$ cat config.mk
export PLATFORM = sky130hd
export DESIGN_NAME = timing_gen_flat
export DESIGN_NICKNAME = d
export VERILOG_FILES = /design/src/rtl/timing_gen_if.sv /design/src/rtl/timing_gen.sv /design/src/flat_wrapper.sv
export SDC_FILE = /design/constraint.sdc
export NUM_CORES = 1
export LEC_CHECK = 0
export BUFFER_PORTS_ARGS = -buffer_cell sky130_fd_sc_hd__clkbuf_2
export CAP_MARGIN = 20
export CORE_MARGIN = 2
export CORE_UTILIZATION = 38
export CTS_BUF_LIST = sky130_fd_sc_hd__clkbuf_8
export DETAILED_ROUTE_END_ITERATION = 7
export GPL_ROUTABILITY_DRIVEN = 0
export PLACE_DENSITY = 0.59
export RECOVER_POWER = 25
export SLEW_MARGIN = 10
export SYNTH_ARGS = -nofsm -noshare
export SYNTH_HDL_FRONTEND = slang
export SYNTH_SLANG_ARGS = --single-unit
$ cat constraint.sdc
create_clock -name sysclk -period 1.83 [get_ports sysclk]
set_input_delay 0.366 -clock sysclk [delete_from_list [all_inputs] [get_ports sysclk]]
set_output_delay 0.366 -clock sysclk [all_outputs]
set_load 0.02 [all_outputs]
$ cat src/rtl/timing_gen_if.sv
// Timing generator bundle: the hold request plus every phase/strobe/subcycle
// output. The generator drives through the slave modport; whatever consumes
// the timing (core logic or bench) uses the master modport.
interface timing_gen_if;
  logic       hold;
  logic       clk1_en;
  logic       clk2_en;
  logic       clk1;
  logic       clk2;
  logic [2:0] phase;
  logic       a1, a2, a3, m1, m2, x1, x2, x3;
  logic       sync;

  modport master (
    output hold,
    input  clk1_en, clk2_en, clk1, clk2, phase,
    input  a1, a2, a3, m1, m2, x1, x2, x3, sync
  );

  modport slave (
    input  hold,
    output clk1_en, clk2_en, clk1, clk2, phase,
    output a1, a2, a3, m1, m2, x1, x2, x3, sync
  );
endinterface

$ cat src/rtl/timing_gen.sv
// MCS-4 two-phase clock and instruction-cycle timing generator.
//
// phase | meaning
// A1..A3| address nibbles out (0..2)
// M1,M2 | opcode fetch (3,4)
// X1..X3| execute (5..7); X3 carries SYNC, and the generator parks here on hold
//
// Each subcycle is 4 slots (clk1, gap, clk2, gap) of DIV sysclk cycles each.
// Outputs are registered from the next-state values so they line up with the
// state that the same edge loads.
module timing_gen #(
  parameter int DIV = 2
) (
  input logic          sysclk,
  input logic          poc,
  timing_gen_if.slave  bus
);

  localparam int            W        = (DIV > 1) ? $clog2(DIV) : 1;
  localparam logic [W-1:0]  DIV_LAST = W'(DIV - 1);

  typedef enum logic [2:0] {
    A1 = 3'd0, A2 = 3'd1, A3 = 3'd2, M1 = 3'd3,
    M2 = 3'd4, X1 = 3'd5, X2 = 3'd6, X3 = 3'd7
  } phase_t;

  logic [W-1:0] div_cnt, div_nxt;
  logic [1:0]   slot, slot_nxt;
  phase_t       ph, ph_nxt;
  logic [7:0]   dec;

  // Next-count logic; hold only matters on the edge that would leave X3 for A1.
  always_comb begin
    div_nxt  = div_cnt;
    slot_nxt = slot;
    ph_nxt   = ph;
    if (!(ph == X3 && slot == 2'd3 && div_cnt == DIV_LAST && bus.hold)) begin
      if (div_cnt == DIV_LAST) begin
        div_nxt  = '0;
        slot_nxt = slot + 2'd1;
        if (slot == 2'd3)
          ph_nxt = phase_t'(ph + 3'd1);
      end else begin
        div_nxt = div_cnt + 1'b1;
      end
    end
  end

  // Counter state and registered outputs; poc parks everything at the end of X3.
  always_ff @(posedge sysclk) begin
    if (poc) begin
      div_cnt     <= DIV_LAST;
      slot        <= 2'd3;
      ph          <= X3;
      bus.clk1    <= 1'b0;
      bus.clk2    <= 1'b0;
      bus.clk1_en <= 1'b0;
      bus.clk2_en <= 1'b0;
      bus.phase   <= X3;
      bus.sync    <= 1'b1;
      dec         <= 8'b1000_0000;
    end else begin
      div_cnt     <= div_nxt;
      slot        <= slot_nxt;
      ph          <= ph_nxt;
      bus.clk1    <= (slot_nxt == 2'd0);
      bus.clk2    <= (slot_nxt == 2'd2);
      bus.clk1_en <= (slot_nxt == 2'd0) && (div_nxt == '0);
      bus.clk2_en <= (slot_nxt == 2'd2) && (div_nxt == '0);
      bus.phase   <= ph_nxt;
      bus.sync    <= (ph_nxt == X3);
      dec         <= 8'b1 << ph_nxt;
    end
  end

  // One-hot subcycle decode, straight from its register.
  assign bus.a1 = dec[0];
  assign bus.a2 = dec[1];
  assign bus.a3 = dec[2];
  assign bus.m1 = dec[3];
  assign bus.m2 = dec[4];
  assign bus.x1 = dec[5];
  assign bus.x2 = dec[6];
  assign bus.x3 = dec[7];

endmodule

$ cat src/flat_wrapper.sv
// flat-port wrapper written by rule: the top's interface ports become plain ports
module timing_gen_flat 
#(
  parameter int DIV = 2
)
  (sysclk, poc, bus_hold, bus_clk1_en, bus_clk2_en, bus_clk1, bus_clk2, bus_phase, bus_a1, bus_a2, bus_a3, bus_m1, bus_m2, bus_x1, bus_x2, bus_x3, bus_sync);
  timing_gen_if bus_i ();
  input logic sysclk;
  input logic poc;
  input wire logic [$bits(bus_i.hold)-1:0] bus_hold;
  output wire logic [$bits(bus_i.clk1_en)-1:0] bus_clk1_en;
  output wire logic [$bits(bus_i.clk2_en)-1:0] bus_clk2_en;
  output wire logic [$bits(bus_i.clk1)-1:0] bus_clk1;
  output wire logic [$bits(bus_i.clk2)-1:0] bus_clk2;
  output wire logic [$bits(bus_i.phase)-1:0] bus_phase;
  output wire logic [$bits(bus_i.a1)-1:0] bus_a1;
  output wire logic [$bits(bus_i.a2)-1:0] bus_a2;
  output wire logic [$bits(bus_i.a3)-1:0] bus_a3;
  output wire logic [$bits(bus_i.m1)-1:0] bus_m1;
  output wire logic [$bits(bus_i.m2)-1:0] bus_m2;
  output wire logic [$bits(bus_i.x1)-1:0] bus_x1;
  output wire logic [$bits(bus_i.x2)-1:0] bus_x2;
  output wire logic [$bits(bus_i.x3)-1:0] bus_x3;
  output wire logic [$bits(bus_i.sync)-1:0] bus_sync;
  assign bus_i.hold = bus_hold;
  assign bus_clk1_en = bus_i.clk1_en;
  assign bus_clk2_en = bus_i.clk2_en;
  assign bus_clk1 = bus_i.clk1;
  assign bus_clk2 = bus_i.clk2;
  assign bus_phase = bus_i.phase;
  assign bus_a1 = bus_i.a1;
  assign bus_a2 = bus_i.a2;
  assign bus_a3 = bus_i.a3;
  assign bus_m1 = bus_i.m1;
  assign bus_m2 = bus_i.m2;
  assign bus_x1 = bus_i.x1;
  assign bus_x2 = bus_i.x2;
  assign bus_x3 = bus_i.x3;
  assign bus_sync = bus_i.sync;
  timing_gen #(.DIV(DIV)) u_core (.sysclk(sysclk), .poc(poc), .bus(bus_i));
endmodule
[Word level (Yosys, flattened, before mapping)]
Cells that the tools add are included.
Word-level totals
  input port bits: 3
  output and inout bits: 16
  flip-flop bits (word level): 19
Operators by class
  mux-type cells: 7
  shift-type cells: 1
  bitwise logic cells: 1
  add/sub/neg operators: 3
  reductions and logical operators: 6
  eq/ne operators: 4
Operators by type and width (number)
  two-way mux 3 bit: 3
  << shifter 1 x 3 -> 8 bit (first input constant): 1
  == test 3 bit (second input constant): 2
  logical AND 1 bit: 5
  == test 2 bit (second input constant): 2
  two-way mux 2 bit: 2
  adder 3 x 1 -> 3 bit (second input constant): 1
  adder 2 x 1 -> 2 bit (second input constant): 1
  zero test 2 bit: 1
  two-way mux 1 bit: 2
  adder 1 bit (second input constant): 1
  NOT 1 bit: 1

[Depth between registers and ports, before layout]
Gate-level depths: netlist of the first run.
  depth after elaboration: 7
  depth in mapped cells: 6

[Worst setup path before layout of the first run]
No wires, ideal clock.
  path kind: register to register
  start point: reg u_core.bus.phase[1] (netlist name)
  end point: reg u_core.slot[1]
  stages on the path, launching flop included: 6
  data required time: 1710 ps
  data arrival time: 1504 ps
  slack: 206 ps
  clock period less this slack: 1624 ps
  cells stage by stage: dfxtp_1 -> ha_1 -> ha_1 -> nand3_1 -> and3_1 -> a211o_1
RTL lines
  to (signal assigned): line timing_gen.sv:64  | slot <= slot_nxt;
  to (decl): line timing_gen.sv:28  | logic [1:0] slot, slot_nxt;

==> Implementation_results.wiki, run 1 <==
{| class="wikitable"
! Metric !! Value
|-
| Net count of the mapped netlist || 86
|-
| Clk root buf || clkbuf_8
|-
| Count of cells resized by post-cts repair || 0
|-
| Final sum of negative setup slack || 0 ns
|-
| Classification of the worst setup path || flop to flop
|-
| Power density relative to cell area || 2070 nW/µm²
|-
| Most used cells in the layout excluding fill and tap cells || dfxtp_1, clkbuf_2, nor2_1, clkbuf_1, nand3_1
|-
| Ordered list of cells on the worst path || ha_1 -> ha_1 -> a21boi_4 -> and4b_1 -> a32o_1
|-
| Die span in y || 49.2 µm
|-
| Capture point of the worst reg-to-reg path || u_core.dec[2]
|-
| Clock-pin slew on the worst setup and hold paths || 0.07 ns
|-
| Place WS || 0.203 ns
|-
| Max Fclk || 607 MHz
|-
| Count of endpoints failing setup in the final report || 0
|-
| Final cell count without fillers || 125
|-
| Endpoint of the worst hold path || u_core.dec[6]
|-
| Syn avg cell area || 9.70 µm²
|-
| Area growth syn-to-layout || 18.4%
|-
| Number of synthesis warnings || 0
|-
| Start of the worst register-to-register path || u_core.bus.phase[1]
|-
| R2R Setup Slk || 0.18 ns
|-
| Detail-routed net length per standard cell || 12.1 µm
|-
| Element type at the critical path end || flop
|-
| RSZ-0062 raised after global routing || false
|-
| Post-DR vias/cell || 5.06
|-
| Fraction of layout cells with a size suffix above 1 || 0.184
|-
| Slowest cell on the critical path || and4b_1
|-
| Clock tree from TritonCTS || done
|-
| Total CTS buffers || 3
|-
| Std cell rows || 16
|-
| Die Area || 2420 µm²
|-
| Top cell family by delay on the critical path || compound AO/OA/AOI/OAI gates
|-
| Number of buffers on the longest clock path || 2
|-
| DRT iter0 DRCs || 11
|-
| Placeable core region || 1940 µm²
|-
| Final Hold Violating Endpoints || 0
|-
| Least setup slack across all paths after layout || 0.183 ns
|-
| Final-report max-slew violation count || 0
|-
| Most used cell, CP || ha_1
|-
| Total Routed Length || 1.51 mm
|-
| DIE WIDTH || 49.2 µm
|-
| Buffers plus inverters on the worst setup path || 0
|-
| Leakage power || 0.000390 µW
|-
| Max IR drop VDD || 1.07 mV
|-
| Source of the worst hold timing path || poc
|-
| Worst slew margin || 0.632
|-
| Total clock sinks || 18
|-
| Hold Path Class || input port to flop
|-
| Postcts setup bufs || 0
|-
| Minimum clock period || 1.65 ns
|-
| Clk_lat worst skew || 0.25 ns
|-
| Netlist area before placement || 776 µm²
|-
| First-pass GRT wire length || 2.44 mm
|-
| Number of instances in the synthesized netlist || 80
|-
| Maximum capacitance violations || 0
|-
| Effective utilization at floorplan || 0.399
|-
| Longest individual stage delay on the worst path || 0.36 ns
|-
| Cell count after placement || 121
|-
| Seq/Total Area, Yosys || 0.465
|-
| Arrival time of data at the critical path endpoint || 1.85 ns
|-
| Final antenna-violating net count || 0
|-
| Global route total overflow || 0
|-
| Part of the cycle the worst path needs || 0.900
|-
| Number of antenna violations at the first check in global routing || 0
|-
| Antenna diodes || 0
|-
| Clk_skew || 0.000910 ns
|-
| Post-place instance area || 873 µm²
|-
| Most common cell after layout, fill and taps aside || dfxtp_1
|-
| Total of flip-flops plus latches after synthesis || 18
|-
| Number of nets in the layout || 105
|-
| Via count || 633
|-
| Final Cell Area || 918 µm²
|-
| Post-cts hold buffer count || 0
|-
| Count of distinct cell types in the synthesized netlist || 27
|-
| Status || finished clean
|-
| Detailed-placement wirelength estimate || 1.06 mm
|-
| Startpoint type of the worst setup path || flop
|-
| GRT Resource Usage Total || 0.132
|-
| Worst-Margin Slew || 0.552 ns
|-
| Number of global-route vias before repair || 560
|-
| DRC Markers || 0
|-
| Worst Path Required || 2.03 ns
|-
| Depth of the worst register-to-register path || 5
|-
| Number of buffer cells added on primary ports || 18
|-
| Maximum number of pins on one net before global-route repair || 19
|-
| Top-Level Pins || 19
|-
| Maximum level of the CTS H-tree || 1
|-
| Crit path max fanout || 13
|-
| First drt pass iteration count || 4
|-
| Cell depth of the worst min-delay path || 2
|}
## logic make-up after synthesis
kind of cell / synth area share
AO/OA/AOI/OAI: 0.216
AND/OR/NAND/NOR: 0.198
adder cells (fa/ha/maj): 0.0484
buffers and inverters: 0.0726
flip-flops: 0.465
## layout make-up
cell class                 instances  area [µm²]
timing repair buffer              20        95.1
tap                               27        33.8
fill                             210        1020
inverter                           4        15.0
sequential                        18         360
multi-input combinational         52         359
clock buffer                       4        55.1
## power breakdown
part | internal (µW) | switching (µW) | total (µW)
registers | 538 | 97.3 | 635
clock network | 191 | 130 | 321
logic | 358 | 585 | 942
## registers in the layout (all words and copies together) (netlist names)
| register | count |
|---|---|
| u_core.bus.clk2 | 1 |
| u_core.dec | 8 |
| u_core.bus.phase | 3 |
| u_core.div_cnt | 1 |
| u_core.slot | 2 |
| u_core.bus.clk1 | 1 |
| u_core.bus.clk2_en | 1 |
| u_core.bus.clk1_en | 1 |
## metal layers
layer | global-route usage | vias up | part of all wire
li1 | - | 329 | -
met1 | 0.167 | 290 | 0.49
met2 | 0.203 | 12 | 0.45
met3 | 0.0552 | 2 | 0.051
met4 | 0.0429 | 0 | 0.0093
met5 | 0 | - | 0
## Yosys cell counts, drive strengths merged
master,count,area share
buf,6,0.053
a21oi,4,0.026
inv,4,0.019
nand4b,1,0.011
dfxtp,18,0.46
o21ai,1,0.0064
nand2b,1,0.0081
o22ai,2,0.016
or3,1,0.0081
o211ai,1,0.0097
and2,2,0.016
and4b,1,0.013
a21boi,2,0.034
and3,3,0.024
a211oi,1,0.016
nand3,5,0.032
nor2b,1,0.0081
a211o,4,0.045
o221ai,1,0.011
a32o,4,0.052
nor2,8,0.039
nand2,3,0.015
nand4,3,0.024
ha,3,0.048
## per-stage QoR
step           hold WS (ns)  total power (µW)   util
2_1_floorplan         0.472              1390      -
3_3_place_gp          0.505              1590  0.450
3_5_place_dp          0.502              1600  0.450
4_1_cts               0.395              1930  0.478
5_1_grt               0.410              2040  0.473
6_report              0.398              1900  0.473
## worst max-delay path by stage
stage	slack, ns	end	startpoint	depth (start not counted)
4_1_cts	0.18	u_core.dec[0]	u_core.bus.phase[1]	5
5_1_grt	0.08	u_core.dec[2]	u_core.bus.phase[1]	5
3_5_place_dp	0.20	u_core.dec[3]	u_core.bus.phase[1]	5
2_1_floorplan	0.21	u_core.slot[1]	u_core.bus.phase[1]	5
3_3_place_gp	0.24	u_core.dec[0]	u_core.bus.phase[1]	5
6_report	0.18	u_core.dec[2]	u_core.bus.phase[1]	5
Note: power is estimated with default switching activity, not from simulation.
==> inputs of run 2 (changes only) <==
Settings changed: CTS_CLUSTER_SIZE from default to 40, PLACE_DENSITY 0.59 to 0.63.
==> run 2 against run 1 <==
  * Combinational power fell by 0.4%
  * Power fell by 0.46%
  * Register-to-register slack improved by 0.02 ns
==> Implementation_results.wiki, run 2 (synthesis gave the netlist of run 1 again) <==
{| class="wikitable"
! Metric !! Value
|-
| Detail-routed net length per standard cell || 11.8 µm
|-
| Final Hold Violating Endpoints || 0
|-
| Max Fclk || 616 MHz
|-
| Power density relative to cell area || 2060 nW/µm²
|-
| Final Cell Area || 918 µm²
|-
| Classification of the worst setup path || flop to flop
|-
| Clk_skew || 0.00242 ns
|-
| Maximum capacitance violations || 0
|-
| Part of the cycle the worst path needs || 0.887
|-
| Max IR drop VDD || 0.984 mV
|-
| Hold slack final || 0.398 ns
|-
| Worst slew margin || 0.648
|-
| Number of nets in the layout || 105
|-
| Clk_lat worst skew || 0.25 ns
|-
| Total clock sinks || 18
|-
| Maximum level of the CTS H-tree || 1
|-
| Number of buffer cells added on primary ports || 18
|-
| Cell count after placement || 121
|-
| Arrival time of data at the critical path endpoint || 1.77 ns
|-
| Final-report max-slew violation count || 0
|-
| Slowest cell on the critical path || dfxtp_1
|-
| Largest registers in the final layout || u_core.dec (8), u_core.bus.phase (3), u_core.slot (2)
|-
| Total CTS buffers || 3
|-
| Ordered list of cells on the worst path || ha_1 -> ha_1 -> a21boi_4 -> a211oi_2 -> a32o_1
|-
| Number of antenna violations at the first check in global routing || 0
|-
| Area growth syn-to-layout || 18.4%
|-
| Clk root buf || clkbuf_8
|-
| Global route total overflow || 0
|-
| Antenna diodes || 0
|-
| Die Area || 2420 µm²
|-
| Die span in y || 49.2 µm
|-
| First-pass GRT wire length || 2.62 mm
|-
| Start of the worst register-to-register path || u_core.bus.phase[0]
|-
| Fraction of layout cells with a size suffix above 1 || 0.184
|-
| Hold Path Class || input port to flop
|-
| Element type at the critical path end || flop
|-
| Final antenna-violating net count || 0
|-
| Longest individual stage delay on the worst path || 0.31 ns
|-
| Detailed-placement wirelength estimate || 1.04 mm
|-
| Crit path max fanout || 13
|-
| Most used cells in the layout excluding fill and tap cells || dfxtp_1, clkbuf_2, nor2_1, clkbuf_1, nand3_1
|-
| R2R Setup Slk || 0.21 ns
|-
| Cell depth of the worst min-delay path || 2
|-
| Count of cells resized by post-cts repair || 0
|-
| Number of buffers on the longest clock path || 2
|-
| Leakage power || 0.000390 µW
|-
| Postcts setup bufs || 0
|-
| Number of global-route vias before repair || 567
|-
| Endpoint of the worst hold path || u_core.dec[5]
|-
| DRC Markers || 0
|-
| Minimum clock period || 1.62 ns
|-
| Most Crowded Layer GR || met1
|-
| Effective utilization at floorplan || 0.399
|-
| Via count || 667
|-
| Final cell count without fillers || 125
|-
| Worst-Margin Slew || 0.527 ns
|-
| GR Layer Usage met3 || 0.0399
|-
| First drt pass iteration count || 4
|-
| Post-DR vias/cell || 5.34
|-
| Std cell rows || 16
|-
| Worst Path Required || 1.97 ns
|-
| Clock-pin slew on the worst setup and hold paths || 0.07 ns
|-
| Capture point of the worst reg-to-reg path || u_core.dec[3]
|-
| DIE WIDTH || 49.2 µm
|-
| Most common cell after layout, fill and taps aside || dfxtp_1
|-
| Top reg by flops || u_core.dec
|-
| Global Route met1 Usage || 0.199
|-
| DRT iter0 DRCs || 24
|-
| Count of endpoints failing setup in the final report || 0
|-
| Final sum of negative setup slack || 0 ns
|-
| Top-Level Pins || 19
|-
| Post-place instance area || 873 µm²
|-
| Source of the worst hold timing path || poc
|-
| Startpoint type of the worst setup path || flop
|-
| Total Routed Length || 1.48 mm
|-
| GRT Resource Usage Total || 0.139
|-
| Status || finished clean
|-
| Depth of the worst register-to-register path || 5
|-
| Met2 layer usage reported by global route || 0.194
|-
| Most used cell, CP || ha_1
|-
| Placeable core region || 1940 µm²
|-
| Maximum number of pins on one net before global-route repair || 19
|-
| Post-cts hold buffer count || 0
|-
| Clock tree from TritonCTS || done
|-
| Flip-flop count of the largest register, all copies and words added || 8
|-
| RSZ-0062 raised after global routing || false
|}
run 2: cell counts in the layout (fill, tap and decap cells not counted):
No cell type changed its count.
run 2: critical path: cells and delay by family, from the launching register on:
kind | cells | cell delay, ns
compound gates | 3 | 0.79
fa+ha+maj | 2 | 0.41
flops | 1 | 0.31
run 2: power breakdown:
part,internal [µW],leakage [µW],total [µW],switching (µW)
Combinational,355,0.000213,938,583
Sequential,538,0.000148,633,94.6
Clock,191,0.0000288,319,128
Total,1080,0.000390,1890,806
run 2: worst max path at each step:
stage	start	endpoint	slack [ns]	cells past startpoint
global placement	u_core.bus.phase[0]	u_core.dec[1]	0.26	5
detailed placement	u_core.bus.phase[0]	u_core.dec[3]	0.23	5
CTS	u_core.bus.phase[0]	u_core.dec[2]	0.21	5
global route	u_core.bus.phase[0]	u_core.dec[2]	0.09	5
floorplan	u_core.bus.phase[1]	u_core.slot[1]	0.21	5
finish	u_core.bus.phase[0]	u_core.dec[3]	0.21	5
run 2: area by class of cell:
| class | count | area (µm²) |
|---|---|---|
| clock buffer | 4 | 55.1 |
| fill | 209 | 1020 |
| inverter | 4 | 15.0 |
| multi-input combinational | 52 | 359 |
| sequential | 18 | 360 |
| tap | 27 | 33.8 |
| timing repair buffer | 20 | 95.1 |
run 2: layer usage:
layer,share of wire,up-vias
met5,0,-
met4,0.010,0
met3,0.066,2
li1,-,331
met2,0.43,23
met1,0.49,311
run 2: through the flow:
stage	total power [µW]	utilization	worst slack, ns
final	1890	0.473	0.208
after global routing	2050	0.473	0.0949
after CTS	1910	0.478	0.210
after detailed placement	1590	0.450	0.230
after global placement	1590	0.450	0.260
after floorplan	1390	-	0.206
